<file path="config.mk">
export PLATFORM = sky130hd
export DESIGN_NAME = output_buffer_read_ctrl
export DESIGN_NICKNAME = d
export VERILOG_FILES = /design/src/rtl/output_buffer_read_ctrl.sv
export SDC_FILE = /design/constraint.sdc
export NUM_CORES = 1
export LEC_CHECK = 0
export BUFFER_PORTS_ARGS = -buffer_cell sky130_fd_sc_hd__buf_2
export CAP_MARGIN = 10
export CORE_MARGIN = 10
export CORE_UTILIZATION = 45
export CTS_CLUSTER_DIAMETER = 120
export DETAILED_ROUTE_END_ITERATION = 8
export GPL_TIMING_DRIVEN = 0
export PLACE_DENSITY = 0.71
export SYNTH_ARGS = -nofsm -noshare
export SYNTH_HDL_FRONTEND = slang
export SYNTH_SLANG_ARGS = --single-unit
</file>
<file path="constraint.sdc">
create_clock -name clk_i -period 7.01 [get_ports clk_i]
set_clock_uncertainty 0.05 [all_clocks]
set_input_delay 1.402 -clock clk_i [delete_from_list [all_inputs] [get_ports clk_i]]
set_output_delay 1.402 -clock clk_i [all_outputs]
set_load 0.01 [all_outputs]
</file>
<file path="src/rtl/output_buffer_read_ctrl.sv">
// Read-mode output buffer sequencer.
// For each ADC column of one PIM read result: present the column address,
// pulse the buffer write enable (LATCH), then hold the read enable (READ)
// and capture enc_i[3:0]. Eight nibbles are packed per 32-bit word, first
// column in bits [3:0]. Each word goes out over a valid/ready handshake.
//
// Output handshake: out_data_o / out_last_o are valid while out_valid_o is
// high and stay stable until the cycle in which out_ready_i is also high;
// the word is transferred on that rising clk_i edge.
module output_buffer_read_ctrl #(
    parameter int COL_STEP     = 4,
    parameter int NIB_PER_WORD = 8
) (
    input  logic        clk_i,
    input  logic        rst_ni,
    input  logic        start_i,
    input  logic [8:0]  col_addr_i,
    input  logic [7:0]  num_cols_i,
    input  logic        pim_valid_i,
    input  logic [31:0] enc_i,
    output logic        buf_w_en_o,
    output logic        buf_r_en_o,
    output logic [8:0]  col_addr9_o,
    output logic [31:0] out_data_o,
    output logic        out_valid_o,
    output logic        out_last_o,
    input  logic        out_ready_i,
    output logic        busy_o,
    output logic        done_o
);

    typedef enum logic [2:0] {
        S_IDLE     = 3'd0,
        S_WAIT_PIM = 3'd1,
        S_LATCH    = 3'd2,
        S_READ     = 3'd3,
        S_PUSH     = 3'd4,
        S_DONE     = 3'd5
    } state_t;

    state_t      state_q, state_d;
    logic [8:0]  col_q;    // address of the next column to read
    logic [8:0]  addr_q;   // address driven during the current/last column
    logic [7:0]  rem_q;    // columns still to be read
    logic [3:0]  idx_q;    // nibble slot within the pack word
    logic [31:0] pack_q;

    logic last_nib;
    logic last_col;

    assign last_nib = (idx_q == 4'(NIB_PER_WORD - 1));
    assign last_col = (rem_q == 8'd1);

    // State register
    always_ff @(posedge clk_i or negedge rst_ni) begin
        if (!rst_ni) state_q <= S_IDLE;
        else         state_q <= state_d;
    end

    // Next-state logic
    always_comb begin
        state_d = state_q;
        case (state_q)
            S_IDLE: begin
                if (start_i) state_d = (num_cols_i == 8'd0) ? S_DONE : S_WAIT_PIM;
            end
            S_WAIT_PIM: begin
                if (pim_valid_i) state_d = S_LATCH;
            end
            S_LATCH: state_d = S_READ;
            S_READ: begin
                state_d = (last_nib || last_col) ? S_PUSH : S_LATCH;
            end
            S_PUSH: begin
                if (out_ready_i) state_d = (rem_q == 8'd0) ? S_DONE : S_LATCH;
            end
            S_DONE:  state_d = S_IDLE;
            default: state_d = S_IDLE;
        endcase
    end

    // Column walk, remaining count and nibble packing
    always_ff @(posedge clk_i or negedge rst_ni) begin
        if (!rst_ni) begin
            col_q  <= '0;
            addr_q <= '0;
            rem_q  <= '0;
            idx_q  <= '0;
            pack_q <= '0;
        end else begin
            case (state_q)
                S_IDLE: begin
                    if (start_i) begin
                        col_q  <= col_addr_i;
                        rem_q  <= num_cols_i;
                        idx_q  <= '0;
                        pack_q <= '0;
                    end
                end
                S_LATCH: addr_q <= col_q;
                S_READ: begin
                    pack_q[{idx_q[2:0], 2'b00} +: 4] <= enc_i[3:0];
                    idx_q <= idx_q + 4'd1;
                    rem_q <= rem_q - 8'd1;
                    col_q <= col_q + 9'(COL_STEP);
                end
                S_PUSH: begin
                    if (out_ready_i) begin
                        pack_q <= '0;
                        idx_q  <= '0;
                    end
                end
                default: ;
            endcase
        end
    end

    // Outputs decoded from state; the address tracks col_q live in LATCH
    // and is held from the last LATCH everywhere else.
    always_comb begin
        buf_w_en_o  = (state_q == S_LATCH);
        buf_r_en_o  = (state_q == S_READ);
        col_addr9_o = (state_q == S_LATCH) ? col_q : addr_q;
        out_valid_o = (state_q == S_PUSH);
        out_last_o  = (state_q == S_PUSH) && (rem_q == 8'd0);
        out_data_o  = pack_q;
        busy_o      = (state_q != S_IDLE);
        done_o      = (state_q == S_DONE);
    end

endmodule

</file>
# After elaboration in Yosys (flattened, before gate mapping)
# Index checks and enable logic that the tools add are counted.
dict set report word_totals {
  register_bits 65
  latchBits 0
  mem_bits_rw 0
  mem_bits_ro 0
  input_bits 54
  output_inout_bits 47
  memories 0
}
dict set report op_classes {
  add_sub_neg 4
  n_mul 0
  n_div 0
  n_lt_le_gt_ge 0
  n_eq_ne 10
  shift 2
  muxes 19
  n_bitwise 0
  reduce_logical 11
}
# cell count
set op_table {}
lappend op_table {{32-bit one-hot mux with 3 select lines} 1}
lappend op_table {{32-bit two-way mux} 2}
lappend op_table {{32-bit bitwise mux} 1}
lappend op_table {{4-bit by 7-bit variable shift with 32-bit output (first input constant)} 1}
lappend op_table {{4-bit by 7-bit variable part select with 32-bit output} 1}
lappend op_table {{3-bit two-way mux} 6}
lappend op_table {{9-bit two-way mux} 2}
lappend op_table {{9-bit one-hot mux with 2 select lines} 1}
lappend op_table {{8-bit logical NOT} 2}
lappend op_table {{8-bit one-hot mux with 2 select lines} 1}
lappend op_table {{3-bit one-hot mux with 5 select lines} 1}
lappend op_table {{4-bit one-hot mux with 3 select lines} 1}
lappend op_table {{9-bit by 3-bit adder with 9-bit output (second input constant)} 1}
lappend op_table {{8-bit by 1-bit == test with 1-bit output (second input constant)} 1}
lappend op_table {{4-bit two-way mux} 2}
lappend op_table {{8-bit two-way mux} 1}
lappend op_table {{8-bit by 1-bit subtractor with 8-bit output (second input constant)} 1}
lappend op_table {{5-bit negator with 7-bit output} 1}
lappend op_table {{3-bit by 2-bit == test with 1-bit output (second input constant)} 2}
lappend op_table {{3-bit == test (second input constant)} 2}
lappend op_table {{3-bit AND reduction} 2}
lappend op_table {{3-bit nonzero test} 2}
lappend op_table {{4-bit by 1-bit adder with 4-bit output (second input constant)} 1}
lappend op_table {{4-bit by 3-bit == test with 1-bit output (second input constant)} 1}
lappend op_table {{other kinds (8)} 9}

# Longest topological paths before layout
# Gate-level depths: netlist of the first run.
dict set report depth {
  depth_word 4
  depth_mapped 10
}

# Least setup slack after synthesis of the first run
# No wires, ideal clock.
dict set report synth_timing {
  path_type {register to output}
  startpoint {register state_q[2]}
  endpoint {output port col_addr9_o[0]}
  t_arrival_ps 1537
  t_required_ps 5558
  path_slack_ps 4021
  stages_incl_launch_ff 5
  path_buffers 2
  cell_sequence {dfrtp_1 > clkbuf_1 > nor3b_1 > buf_2 > mux2_2}
}
dict set report synth_via {
  elab_chain_cells 2
}
# item line
set synth_rtl {}
lappend synth_rtl {{from (decl)} 41} ;# state_t state_q, state_d;
lappend synth_rtl {{from (signal assigned)} 57} ;# else state_q <= state_d;
lappend synth_rtl {{3-bit by 2-bit == test with 1-bit output} n/a}
lappend synth_rtl {{named net buf_w_en_o} 21} ;# output logic buf_w_en_o,
lappend synth_rtl {{9-bit two-way mux} n/a}
lappend synth_rtl {{to (decl)} 23} ;# output logic [8:0] col_addr9_o,
# The timed path passes the listed nets, and every way through them passes these cells.

# Final worst setup path of the first run
dict set report layout_timing {
  startpoint {register state_q[2]}
  endpoint {output port col_addr9_o[6]}
}
dict set report layout_via {
  elab_chain_cells 2
}
# item line
set layout_rtl {}
lappend layout_rtl {{3-bit by 2-bit == test with 1-bit output} 123} ;# col_addr9_o = (state_q == S_LATCH) ? col_q : addr_q;
lappend layout_rtl {{9-bit two-way mux} n/a}
# Every way passes these cells.

==> impl_metrics.py, run 1 <==
metrics = {
    "clock_network": {
        "root_buffer": "clkbuf_8",
        "clock_path_buffers": 2,
        "cts_buffers": 9,
        "path_clk_slew_ns": 0.08,
        "hold_buffers": 0,
        "cts_tree": "yes",
        "h-tree-depth": 3,
        "post_cts_resized": 0,
        "clock_latency_ns": 0.34,
        "cts_sinks": 65,
        "post-cts-setup-buffers": 0,
    },
    "power": {
        "combPwrFrac": 0.457,
        "leakage_nw": 1.907,
        "p_switching_mw": 0.7143,
        "switching_share": 0.4260,
        "p_int_mw": 0.9626,
        "power_density_nw_per_um2": 435.1,
        "p_clk_frac": 0.168,
        "seqPwrFrac": 0.375,
        "p_total_mw": 1.677,
        "ir_worst_vdd_mv": 0.2387,
    },
    "logic_synthesis": {
        "syn_nets": 376,
        "synth.largest_area_cell": "dfrtp_1",
        "synth-seq-area-share": 0.5086,
        "ys_warn_count": 0,
        "synth_area_um2": 3198,
        "ys_seq_elements": 65,
        "synth_edf_count": 0,
        "syn_inst": 314,
        "synthTopCellsByArea": "dfrtp_1, nand2_1, mux2i_1",
        "synth_top_area_share": 0.5086,
        "synthFlopType": "dfrtp_1",
        "avgSynthCellArea_um2": 10.18,
        "async_flop_share": 1.000,
        "synth.distinct_cells": 50,
    },
    "final_layout": {
        "syn_to_final_growth_pct": 20.50,
        "final_cell_area_um2": 3854,
        "drive_above_1_share": 0.2687,
        "final_common_cell": "buf_2",
        "utilization": 0.5610,
        "nNetsFinal": 459,
        "nFillCells": 619,
        "diodes": 0,
        "layout_common_cells": "buf_2, dfrtp_1, nand2_1",
    },
    "global_route": {
        "grt_usage": 0.1516,
        "grt_remaining_overflow": 0,
        "antenna_found_initial": 0,
        "grt_pass1_wl_um": 13670,
        "grt_pass1_vias": 2664,
        "grt_max_degree": 66,
    },
    "sta": {
        "rsz0062_at_grt": "false",
        "setup_tns_ns": 0,
        "fin_ws_ns": 3.223,
        "slew_violations": 0,
        "hold_viol_final": 0,
        "slew-limit-headroom": 0.3134,
        "setup_viol_count_final": 0,
        "post-route-min-period_ns": 3.787,
        "post-route-period-util": 0.5402,
        "worst_pin_slew_ns": 1.020,
        "max_freq_mhz": 264.1,
    },
    "die": {
        "die_h_um": 104.3,
        "initial_core_util": 0.4656,
        "io_pins": 101,
        "core_um2": 6869,
        "dieArea_um2": 10880,
        "dieWidth_um": 104.3,
        "std_cell_rows": 30,
    },
    "route": {
        "drcViolationCount": 0,
        "vias": 2704,
        "routed_wirelength_um": 8196,
        "firstDrtPassIters": 5,
        "avgRoutedWirePerCell_um": 16.46,
        "via_per_inst": 5.430,
        "drt_first_iter_violations": 183,
        "postRouteAntennaNets": 0,
    },
    "placement": {
        "numPortBuffers": 72,
        "place_area_um2": 3681,
        "dp_hpwl_um": 5944,
        "place_ws_ns": 3.584,
        "gp_congestion": 0.8273,
    },
    "outcome": {
        "status": "completed",
    },
    "critical_path": {
        "worstSetupPathType": "flop to primary output",
        "crit_start": "state_q[2]",
        "cp.required_ns": 5.56,
        "critPathLaunchType": "flop",
        "cp_max_fo": 10,
        "r2r_slack_ns": 4.18,
        "r2r_cells": 7,
        "r2r-start": "idx_q[0]",
        "arrival_ns": 2.34,
        "crit_path_end_kind": "primary output",
    },
    "min_path": {
        "worstHoldStart": "col_q[0]",
        "hp-class": "flop to flop",
        "whs_path_depth": 2,
    },
    "run": {
        "drv_cap": 0,
    },
}
cells in the mapped netlist (3+ instances only):
cell type	n
a211o_1	3
a211oi_1	5
a21oi_1	6
a31oi_1	5
a32o_1	4
buf_2	4
clkbuf_1	13
dfrtp_1	65
ha_1	8
inv_1	10
mux2_2	9
mux2i_1	20
nand2_1	64
nand3_1	6
nand4_1	3
nor2_1	18
nor3_1	5
nor4_1	4
o211ai_1	7
o21ai_0	13
o22ai_1	3
or4_1	6
power groups by stage:
| stage | combinational, mW | clock (mW) | sequential [mW] |
|---|---|---|---|
| floorplan | 0.494 | 0 | 0.639 |
| global placement | 0.750 | 0 | 0.628 |
| CTS | 0.774 | 0.284 | 0.628 |
| finish | 0.766 | 0.281 | 0.629 |
| global route | 0.863 | 0.305 | 0.650 |
| detailed placement | 0.773 | 0 | 0.631 |
worst paths after layout:
| kind | to |
|---|---|
| setup / recovery | col_addr9_o[6] |
| hold / removal | col_q[0] |
| setup reg to reg | out_data_o[20] |
| hold reg to reg | col_q[0] |
| max in group asynchronous | out_data_o[6] |
| min in group asynchronous | addr_q[7] |
area by class of cell:
| type | instances | area (um2) | area share |
|---|---|---|---|
| tap | 96 | 120.1 | 0.03117 |
| timing repair buffer | 72 | 362.8 | 0.09416 |
| multi-input combinational | 220 | 1458 | 0.3782 |
| clock buffer | 11 | 141.4 | 0.03669 |
| inverter | 11 | 41.29 | 0.01071 |
| sequential | 65 | 1627 | 0.4221 |
| buffer | 18 | 72.57 | 0.01883 |
| clock inverter | 5 | 31.28 | 0.008117 |
state kept, by name (all words and copies together), names as in the netlist:
register and flops:
out_data_o 32, idx_q 4, addr_q 9, state_q 3
col_q 9, rem_q 8
routing by layer:
| layer | up-vias | share of wire | track usage |
|---|---|---|---|
| met5 | - | 0 | 0 |
| met4 | 0 | 0.013 | 0.06064 |
| met3 | 8 | 0.047 | 0.03532 |
| met2 | 78 | 0.47 | 0.2292 |
| met1 | 1327 | 0.47 | 0.2031 |
| li1 | 1291 | - | - |
through the flow:
step / hold WS [ns] / instances
2_1_floorplan: 0.3831 / 314
5_1_grt: 0.4635 / 498
4_1_cts: 0.4191 / 498
3_3_place_gp: 0.4003 / 482
3_5_place_dp: 0.4016 / 482
6_report: 0.4171 / 498
critical path: stages (launching register included):
cell,delay [ns]
dfrtp_1,0.48
clkbuf_1,0.24
nor3b_1,0.39
buf_2,0.34
mux2_2,0.39
buf_2,0.15
cell families (layout without fill, tap and decap cells):
group / after synthesis / after routing / synth area share
simple gates: 123 / 123 / 0.1976
flops: 65 / 65 / 0.5086
compound gates: 59 / 59 / 0.1299
mux: 29 / 29 / 0.09429
buf+inv: 29 / 117 / 0.03560
fa+ha+maj: 8 / 8 / 0.03130
xor+xnor: 1 / 1 / 0.002739
(Power assumes the default switching activity.)
==> inputs of run 2 (changes only) <==
PLACE_DENSITY = 0.74   (was 0.71)
clock period = 3.39 ns   (was 7.01 ns; I/O delays follow)
==> run 2 against run 1 <==
First-iteration DRC count is 8.7% higher. Clock-buffer cell count unchanged. Largest power group unchanged. Sequential share of layout area fell by 0.51 points. Routed wire length rose by 1.0%. Design area rose by 1.2%.
==> impl_metrics.py, run 2 (same netlist as run 1, synthesis figures left out) <==
metrics = {
    "critical_path": {
        "critPathLaunchType": "flop",
        "max_stage_delay_ns": 0.48,
        "cp.required_ns": 2.66,
        "worstSetupPathType": "flop to primary output",
        "arrival_ns": 2.35,
        "critPathTopFamily": "buffers and inverters",
        "crit_path_end_kind": "primary output",
        "cp_slowest_cell": "dfrtp_1",
        "crit_buf_inv": 3,
        "cp_cell_sequence": "clkbuf_1 > nor3b_1 > buf_2 > mux2_2 > buf_2",
        "path_common_cell": "buf_2",
        "cp_max_fo": 10,
    },
    "clock_network": {
        "cts_tree": "yes",
        "hold_buffers": 0,
        "cts_buffers": 9,
        "path_clk_slew_ns": 0.07,
        "root_buffer": "clkbuf_8",
        "cts_sinks": 65,
        "post-cts-setup-buffers": 0,
        "h-tree-depth": 3,
        "post_cts_resized": 0,
        "clock_latency_ns": 0.34,
        "clock_path_buffers": 2,
    },
    "die": {
        "die_h_um": 104.3,
        "io_pins": 101,
        "dieArea_um2": 10880,
        "core_um2": 6869,
        "std_cell_rows": 30,
        "initial_core_util": 0.4656,
        "dieWidth_um": 104.3,
    },
    "min_path": {
        "hp-class": "input port to asynchronous set/reset pin",
    },
    "global_route": {
        "grt_pass1_wl_um": 13800,
        "grt_max_degree": 66,
        "grt_pass1_vias": 2745,
        "grt_usage": 0.1524,
        "antenna_found_initial": 0,
        "grt_remaining_overflow": 0,
    },
    "sta": {
        "setup_tns_ns": 0,
        "slew_violations": 0,
        "hold_viol_final": 0,
        "worst_pin_slew_ns": 0.9805,
        "setup_viol_count_final": 0,
        "post-route-min-period_ns": 3.074,
        "slew-limit-headroom": 0.3403,
        "rsz0062_at_grt": "false",
        "holdWs_ns": 0.3757,
        "max_freq_mhz": 325.3,
        "post-route-period-util": 0.9069,
    },
    "placement": {
        "dp_hpwl_um": 6000,
        "numPortBuffers": 72,
        "dpl.cell_count": 482,
        "gp_congestion": 0.8561,
    },
    "route": {
        "avgRoutedWirePerCell_um": 16.63,
        "firstDrtPassIters": 4,
        "dr_wl_met2_um": 4008,
        "vias": 2732,
        "wirelength_met1_um": 3752,
        "highest_layer": "met4",
        "postRouteAntennaNets": 0,
        "drt_first_iter_violations": 199,
        "drcViolationCount": 0,
        "routed_wirelength_um": 8280,
        "wl_met3_um": 411,
        "via_per_inst": 5.486,
    },
    "final_layout": {
        "syn_to_final_growth_pct": 21.99,
        "nNetsFinal": 459,
        "stdcell_count": 498,
        "largest_reg_flops": 32,
        "layout_common_cells": "buf_2, dfrtp_1, nand2_1",
        "diodes": 0,
        "final_common_cell": "buf_2",
        "utilization": 0.5679,
        "drive_above_1_share": 0.2687,
        "nFillCells": 605,
    },
    "power": {
        "power_density_nw_per_um2": 928.5,
        "switching_share": 0.4085,
        "p_int_mw": 2.143,
        "p_clk_frac": 0.202,
        "p_switching_mw": 1.480,
        "ir_worst_vdd_mv": 0.4685,
        "combPwrFrac": 0.439,
        "leakage_nw": 1.931,
        "seqPwrFrac": 0.359,
    },
    "run": {
        "drv_cap": 0,
    },
    "outcome": {
        "status": "completed",
    },
}
run 2: final timing paths:
kind                            start        endpoint  slack [ns]  cells past startpoint
setup reg to reg             idx_q[0]  out_data_o[23]        0.56                      7
hold / removal                 rst_ni        col_q[6]        0.38                      1
setup / recovery           state_q[2]  col_addr9_o[1]        0.32                      5
hold reg to reg              col_q[0]        col_q[0]        0.42                      2
max in group asynchronous      rst_ni   out_data_o[2]        2.37                      1
min in group clk_i           col_q[0]        col_q[0]        0.42                      2
run 2: layout make-up:
cell class | count | area (um2) | area share
repair buffers | 72 | 362.8 | 0.09301
clock buffers | 11 | 141.4 | 0.03624
multi-input cells | 220 | 1458 | 0.3736
well taps | 96 | 120.1 | 0.03079
inverters | 11 | 41.29 | 0.01058
flip-flops and latches | 65 | 1627 | 0.4169
plain buffers | 18 | 72.57 | 0.01860
clock inverters | 5 | 78.83 | 0.02021
run 2: power by group through the flow:
stage,Sequential [mW],Clock [mW],Combinational (mW)
6_report,1.30,0.731,1.59
5_1_grt,1.34,0.782,1.77
4_1_cts,1.30,0.746,1.61
3_5_place_dp,1.31,0,1.60
3_3_place_gp,1.29,0,1.55
2_1_floorplan,1.32,0,1.02
run 2: worst register-to-register path: stages, from the launching register on:
cell	delay [ns]
dfrtp_1	0.35
clkbuf_1	0.34
inv_1	0.09
ha_1	0.24
ha_1	0.28
clkbuf_1	0.21
nor4_1	0.88
o21ai_0	0.23
run 2: through the flow:
step / area (um2) / total power [mW] / worst slack [ns]
after floorplan: 3198 / 2.341 / 0.9783
after global placement: 3679 / 2.842 / 0.6757
after detailed placement: 3681 / 2.903 / 0.5534
after CTS: 3901 / 3.654 / 0.3010
after global routing: 3901 / 3.897 / 0.2095
final: 3901 / 3.622 / 0.3156
run 2: per-layer routing:
| layer | global-route usage | vias up |
|---|---|---|
| li1 | - | 1295 |
| met1 | 0.2001 | 1341 |
| met2 | 0.2363 | 86 |
| met3 | 0.03470 | 10 |
| met4 | 0.05964 | 0 |
| met5 | 0 | - |
==> inputs of run 3 (changes only) <==
PLACE_DENSITY = 0.71   (was 0.74)
clock period = 2.9 ns   (was 3.39 ns; I/O delays follow)
==> run 3 against run 2 <==
Register-to-register slack worse by 0.27 ns. Worst hold slack worse by 0.11 ns. Clock-buffer cell count did not move. Final cell count down 0.40%. Routed wire length decreased by 1.8%. Sequential share of layout area increased by 0.45 points. Critical path type unchanged. Core utilization down 0.60 points. Clock power fell by 7.1%. Highest routed layer unchanged.
==> impl_metrics.py, run 3 (same netlist as run 1, synthesis figures left out) <==
metrics = {
    "route": {
        "drcViolationCount": 0,
        "vias": 2693,
        "via_per_inst": 5.429,
        "avgRoutedWirePerCell_um": 16.40,
        "drt_first_iter_violations": 193,
        "postRouteAntennaNets": 0,
        "firstDrtPassIters": 4,
        "routed_wirelength_um": 8132,
    },
    "final_layout": {
        "nNetsFinal": 457,
        "drive_above_1_share": 0.2750,
        "syn_to_final_growth_pct": 20.70,
        "nFillCells": 621,
        "largest_reg_flops": 32,
        "final_common_cell": "buf_2",
        "multi_input_area_um2": 1469,
        "layout_common_cells": "buf_2, dfrtp_1, nand2_1",
        "diodes": 0,
        "final_cell_area_um2": 3860,
        "regArea_um2": 1627,
    },
    "critical_path": {
        "worstSetupPathType": "flop to primary output",
        "cp.required_ns": 2.27,
        "r2r_cells": 8,
        "r2r-start": "idx_q[0]",
        "r2r_slack_ns": 0.29,
        "critPathLaunchType": "flop",
        "endpoint": "col_addr9_o[6]",
        "crit_path_end_kind": "primary output",
        "arrival_ns": 2.13,
        "rr_endpoint": "out_data_o[9]",
        "cp_max_fo": 10,
        "crit_start": "state_q[2]",
    },
    "die": {
        "std_cell_rows": 30,
        "initial_core_util": 0.4656,
        "core_um2": 6869,
        "dieArea_um2": 10880,
        "io_pins": 101,
        "dieWidth_um": 104.3,
        "die_h_um": 104.3,
    },
    "placement": {
        "gp_congestion": 0.8273,
        "place_area_um2": 3681,
        "dp_hpwl_um": 5944,
        "numPortBuffers": 72,
    },
    "clock_network": {
        "root_buffer": "clkbuf_8",
        "h-tree-depth": 3,
        "cts_buffers": 9,
        "cts_tree": "yes",
        "clock_path_buffers": 2,
        "clock_latency_ns": 0.34,
        "path_clk_slew_ns": 0.08,
        "post-cts-setup-buffers": 0,
        "cts_sinks": 65,
    },
    "sta": {
        "rsz0062_at_grt": "false",
        "post-route-period-util": 0.9534,
        "slew_violations": 0,
        "hold_viol_final": 0,
        "worst_pin_slew_ns": 0.8089,
        "setup_tns_ns": 0,
        "slew-limit-headroom": 0.4608,
        "post-route-min-period_ns": 2.765,
        "max_freq_mhz": 361.7,
        "setup_viol_count_final": 0,
    },
    "power": {
        "leakage_nw": 1.908,
        "power_density_nw_per_um2": 1050,
        "ir_worst_vdd_mv": 0.5890,
    },
    "global_route": {
        "grt_max_degree": 66,
        "antenna_found_initial": 0,
        "grt_pass1_wl_um": 13670,
        "grt_remaining_overflow": 0,
        "grt_usage": 0.1516,
        "grt_pass1_vias": 2664,
    },
    "min_path": {
        "hp-class": "input port to asynchronous set/reset pin",
    },
    "run": {
        "drv_cap": 0,
    },
    "outcome": {
        "status": "completed",
    },
}
run 3: critical path, cell delays in order, from the launching register on:
cell and delay, ns:
dfrtp_1 0.48, clkbuf_1 0.25, nor3b_2 0.30, buf_4 0.25, mux2_2 0.37, buf_2 0.15
run 3: what timing repair did:
action                                  CTS  global route
endpoints found under the setup margin    8             6
hold buffers                              0             0
pin swaps                                 0             0
endpoints found under the hold margin     0             0
gates resized for setup                   2             1
run 3: layout make-up:
type | count | share of cell area
clock inverters | 5 | 0.008104
flip-flops and latches | 65 | 0.4214
plain buffers | 16 | 0.01750
inverters | 11 | 0.01070
multi-input cells | 220 | 0.3806
well taps | 96 | 0.03112
repair buffers | 72 | 0.09400
clock buffers | 11 | 0.03663
run 3: how the worst min path moves through the flow:
stage,slack (ns),cells after the start,to
floorplan,0.23,0,addr_q[0]
global placement,0.40,2,col_q[0]
detailed placement,0.40,2,col_q[0]
CTS,0.31,1,addr_q[7]
global route,0.33,1,addr_q[7]
finish,0.27,1,addr_q[7]
run 3: through the flow:
stage / util / setup slack [ns] / instances / hold WS (ns) / power [mW]
final: 0.5619 / 0.1351 / 496 / 0.2690 / 4.051
after global placement: 0.5355 / 0.1560 / 482 / 0.4003 / 3.331
after floorplan: - / 0.4883 / 314 / 0.2344 / 2.737
after detailed placement: 0.5359 / 0.07655 / 482 / 0.4016 / 3.395
after global routing: 0.5619 / 0.01504 / 496 / 0.3256 / 4.402
after CTS: 0.5621 / 0.08163 / 498 / 0.3109 / 4.085
run 3: power by group:
part	total (mW)	switching, mW	internal [mW]
Sequential	1.54	0.274	1.26
Clock	0.679	0.348	0.331
Combinational	1.83	1.10	0.734
run 3: metal layers:
| layer | global-route usage | wire length (um) |
|---|---|---|
| met1 | 0.2031 | 3779 |
| met2 | 0.2292 | 3830 |
| met3 | 0.03532 | 439 |
| met4 | 0.06064 | 83 |
| met5 | 0 | 0 |
